## config.mk

```make
export PLATFORM = sky130hd
export DESIGN_NAME = alarm_controller
export DESIGN_NICKNAME = d
export VERILOG_FILES = /design/src/rtl/alarm_controller.sv
export SDC_FILE = /design/constraint.sdc
export NUM_CORES = 1
export LEC_CHECK = 0
export ABC_AREA = 1
export ABC_CLOCK_PERIOD_IN_PS = 2300
export CORE_MARGIN = 8
export CORE_UTILIZATION = 43
export DETAILED_ROUTE_END_ITERATION = 7
export GPL_TIMING_DRIVEN = 0
export PLACE_DENSITY = 0.86
export SETUP_SLACK_MARGIN = 0.1
export SLEW_MARGIN = 15
export SYNTH_ARGS = -nofsm -noshare
export SYNTH_HDL_FRONTEND = slang
export SYNTH_SLANG_ARGS = --single-unit
export TNS_END_PERCENT = 100
```

## constraint.sdc

```tcl
create_clock -name clk -period 2.3 [get_ports clk]
set_input_delay 0.69 -clock clk [delete_from_list [all_inputs] [get_ports clk]]
set_output_delay 0.69 -clock clk [all_outputs]
set_load 0.01 [all_outputs]
```

## src/rtl/alarm_controller.sv

```systemverilog
// Alarm clock controller: arms on enable, rings on a rising time/alarm match,
// and supports snooze, stop and an auto-stop timeout counted in 1 Hz ticks.
module alarm_controller #(
  parameter int SNOOZE_SECS = 300,
  parameter int RING_SECS   = 60
) (
  input  logic       clk,
  input  logic       reset,
  input  logic       tick,
  input  logic       enable,
  input  logic       snooze,
  input  logic       stop,
  input  logic [3:0] alhourMSB,
  input  logic [3:0] alhourLSB,
  input  logic [3:0] alminMSB,
  input  logic [3:0] alminLSB,
  input  logic [3:0] alsecMSB,
  input  logic [3:0] alsecLSB,
  input  logic [3:0] tmhourMSB,
  input  logic [3:0] tmhourLSB,
  input  logic [3:0] tmminMSB,
  input  logic [3:0] tmminLSB,
  input  logic [3:0] tmsecMSB,
  input  logic [3:0] tmsecLSB,
  output logic       ringing,
  output logic [1:0] state,
  output logic [8:0] remaining
);

  typedef enum logic [1:0] {
    IDLE     = 2'd0,
    ARMED    = 2'd1,
    RINGING  = 2'd2,
    SNOOZING = 2'd3
  } state_t;

  localparam logic [8:0] RING_LD   = 9'(RING_SECS);
  localparam logic [8:0] SNOOZE_LD = 9'(SNOOZE_SECS);

  state_t     state_q, state_d;
  logic [8:0] rem_q, rem_d;
  logic       match, match_q, trigger;

  assign match = (tmhourMSB == alhourMSB) && (tmhourLSB == alhourLSB) &&
                 (tmminMSB  == alminMSB)  && (tmminLSB  == alminLSB)  &&
                 (tmsecMSB  == alsecMSB)  && (tmsecLSB  == alsecLSB);

  // Only a rising match triggers, so arming onto a held match stays quiet.
  assign trigger = match && !match_q;

  always_ff @(posedge clk or posedge reset) begin
    if (reset) begin
      state_q <= IDLE;
      rem_q   <= '0;
      match_q <= 1'b0;
    end else begin
      state_q <= state_d;
      rem_q   <= rem_d;
      match_q <= match;
    end
  end

  always_comb begin
    state_d = state_q;
    rem_d   = rem_q;
    if (!enable) begin
      state_d = IDLE;
      rem_d   = '0;
    end else begin
      unique case (state_q)
        IDLE: begin
          state_d = ARMED;
          rem_d   = '0;
        end
        ARMED: begin
          rem_d = '0;
          if (trigger) begin
            state_d = RINGING;
            rem_d   = RING_LD;
          end
        end
        RINGING: begin
          if (stop) begin
            state_d = ARMED;
            rem_d   = '0;
          end else if (snooze) begin
            state_d = SNOOZING;
            rem_d   = SNOOZE_LD;
          end else if (tick) begin
            if (rem_q <= 9'd1) begin
              state_d = ARMED;
              rem_d   = '0;
            end else begin
              rem_d = rem_q - 9'd1;
            end
          end
        end
        SNOOZING: begin
          if (stop) begin
            state_d = ARMED;
            rem_d   = '0;
          end else if (tick) begin
            if (rem_q <= 9'd1) begin
              state_d = RINGING;
              rem_d   = RING_LD;
            end else begin
              rem_d = rem_q - 9'd1;
            end
          end
        end
        default: begin
          state_d = IDLE;
          rem_d   = '0;
        end
      endcase
    end
  end

  always_comb begin
    state     = state_q;
    ringing   = (state_q == RINGING);
    remaining = rem_q;
  end

endmodule

```

==> results.tsv <==
stage	metric	value	unit
logic_synthesis	synthesized cell area	0.00127	mm2
job	maximum capacitance violations	0	
logic_synthesis	EDFF count, synth	0	
die	Chip Width	70.3	um
placement	dpl hpwl	3080	um
route	Vias/cell	4.76	
placement	GP Congestion	0.852	
clock_network	Num CTS Buffers	3	
timing	Final Hold Vio Count	0	
die	initial core utilization	45.6	%
worst_setup_path	critical path class	register to primary output	
route	via count	1408	
final_layout	non-filler instance count after layout	296	
logic_synthesis	FF+latch count, synth	12	
worst_setup_path	Setup crit start kind	register	
final_layout	share of layout cells above drive strength 1	9.43	%
worst_setup_path	CP required	1610	ps
route	post-route ant nets	0	
outcome	outcome	finished, final reports clean	
logic_synthesis	Yosys warnings	0	
pwr	Clock power frac	23.7	%
global_route	vias in the first global route	1389	
worst_hold_path	hold path depth	1	
pwr	Leak	0.997	nW
global_route	initial antenna violation count	0	
timing	Tmin final	2090	ps
worst_setup_path	CP Data Arrival Time	1400	ps
timing	worst-margin pin slew	485	ps
route	routed wire length	3460	um
placement	port bufs	65	
timing	Fin Setup TNS	0	ps
timing	worst rel slew slack	67.6	%
final_layout	Antenna diodes	0	
die	number of I/O pins	66	
die	Die Area	0.00494	mm2
logic_synthesis	sequential area share after synthesis	23.7	%
pwr	Pint	493	uW
timing	Final period util	91.1	%
timing	RSZ-0062 raised after global routing	false	
clock_network	Clock Pin Slew Worst Setup and Hold Paths	80	ps
final_layout	final core utilization	71.7	%
final_layout	area delta synth->final	57.4	%
worst_setup_path	Setup crit end kind	primary output	
clock_network	Clock Latency Late Sink	290	ps
timing	final setup fails	0	
worst_hold_path	HP Class	register to register	
timing	Layout Skew	5.55	ps
clock_network	clock sinks	12	
logic_synthesis	synthesized area per cell	6.47	um2
clock_network	CTS max path bufs	2	
clock_network	clock root buffer	clkbuf_4	
logic_synthesis	Post-Syn Nets	252	
worst_setup_path	FF-to-FF path depth	11	
final_layout	fin nets	322	
pwr	peak supply drop	0.350	mV
die	# rows	19	
route	DR iter-0 viols	62	
logic_synthesis	Top FF cell, synth	dfrtp_1	
route	Avg WL per Cell	11.7	um
pwr	Pwr Density	368	mW/mm2
global_route	GRT Overall Usage	13.7	%
die	Core ar.	0.00278	mm2
route	DRC Markers	0	
global_route	largest net degree at the start of global routing	13	
global_route	first-pass GRT wire length	5780	um
pwr	NetSw	241	uW
pwr	sequential power share	32.7	%
pwr	Comb pwr share	43.6	%
logic_synthesis	count of different cell masters after synthesis	28	
logic_synthesis	cell count after synthesis	196	
pwr	switch share	32.8	%
route	drt first pass iters	4	
timing	fmax	478	MHz
clock_network	H-Tree Depth	1	
global_route	GR Overflow Total	0	
logic_synthesis	Async S/R FF share, synth	100	%
die	die height	70.3	um
worst_setup_path	Critical Path Fanout Max	5	
timing	Slew Limit Fails	0	
placement	Placed Cells	292	
clock_network	CTS tree	done	
-- state kept, by name, summed over array words and instances (netlist names) --
name,count
match_q,1
remaining,9
state,2
-- power by group through the flow --
stage | sequential [mW] | combinational, mW | clock, mW
floorplan | 0.247 | 0.161 | 0
global placement | 0.244 | 0.312 | 0
detailed placement | 0.243 | 0.320 | 0
CTS | 0.239 | 0.321 | 0.175
global route | 0.243 | 0.351 | 0.191
finish | 0.240 | 0.319 | 0.174
-- per-layer routing --
| layer | vias up | track usage (%) | share of wire [%] |
|---|---|---|---|
| met5 | - | 0 | 0 |
| met2 | 53 | 23.9 | 49 |
| met1 | 612 | 14.2 | 39 |
| met4 | 0 | 3.79 | 1.1 |
| met3 | 5 | 6.50 | 10 |
| li1 | 738 | - | - |
-- logic make-up after synthesis --
| group | Yosys count | synth area share, % |
|---|---|---|
| compound gates | 17 | 9.18 |
| fa+ha+maj | 2 | 1.97 |
| simple gates | 109 | 39.9 |
| xor+xnor | 22 | 15.2 |
| buf+inv | 34 | 10.1 |
| flops | 12 | 23.7 |
-- what timing repair did --
action                     in CTS  in global routing
setup endpoints to repair       0                  1
hold buffers                    0                  0
buffers inserted                0                  0
gates resized for setup         0                  1
-- synthesized netlist by cell type, types with 3 or more instances --
library cell   n  share of area (%)
nand2_1       66                 20
nor2_1        17                5.0
xor2_1        12                8.3
o21ai_0        4                1.6
inv_1         30                8.9
a21oi_1        5                2.0
nand3_1        8                3.2
inv_2          4                1.2
dfrtp_1       12                 24
xnor2_1       10                6.9
nand4_1        3                1.5
-- through the flow --
step | power, mW | setup WS (ps) | instance area [um2] | hold slack [ps]
after global routing | 0.785 | 139 | 1990 | 591
after CTS | 0.735 | 158 | 1990 | 563
after global placement | 0.556 | 106 | 1960 | 534
final | 0.733 | 206 | 1990 | 563
after floorplan | 0.407 | 746 | 1270 | 533
after detailed placement | 0.563 | 76.7 | 1960 | 550
-- path summary, 6_finish.rpt --
path | startpoint | to | slack [ps]
setup reg to reg | remaining[0]$_DFFE_PP0P_ | remaining[4]$_DFFE_PP0P_ | 670
setup / recovery | state[1]$_DFFE_PP0P_ | ringing | 210
hold reg to reg | remaining[0]$_DFFE_PP0P_ | remaining[0]$_DFFE_PP0P_ | 560
max in group asynchronous | reset | state[1]$_DFFE_PP0P_ | 1230
min in group asynchronous | reset | state[0]$_DFFE_PP0P_ | 720
hold / removal | remaining[0]$_DFFE_PP0P_ | remaining[0]$_DFFE_PP0P_ | 560
-- area by class of cell --
cell class	count	area (um2)
Sequential cell	12	302
Inverter	34	128
Fill cell	221	787
Clock buffer	4	36.3
Tap cell	31	38.8
Timing Repair Buffer	65	651
Multi-Input combinational cell	150	840
-- worst max-delay path, cell delays in order (launching register included) --
cell	delay (ps)
dfrtp_2	410
inv_2	80
nor2_1	90
clkdlybuf4s50_1	540
-- cell usage in the layout, fill, tap and decap left out --
cell type and instances:
o21ai_2 2, dfrtp_2 1, nor2_1 17, o21ai_1 1, nand2_4 1, ha_1 2, nand4_1 3, o21ai_0 4
nand3_2 2, clkdlybuf4s50_1 65, dfrtp_1 11, inv_2 4, nand3_4 1, nand2_1 66, nor3_4 1, nor3_1 2
nand3_1 8, a21oi_1 5, nor2_4 2, o22ai_2 1, inv_1 30, o22ai_1 2, clkbuf_8 1, a21oi_4 1
or2_2 1, a22oi_1 1, clkbuf_4 3, xor2_1 12, xnor2_1 10, nand2_2 2, nor2_2 2, nor4_1 1
Power figures use the tool's default switching activity.
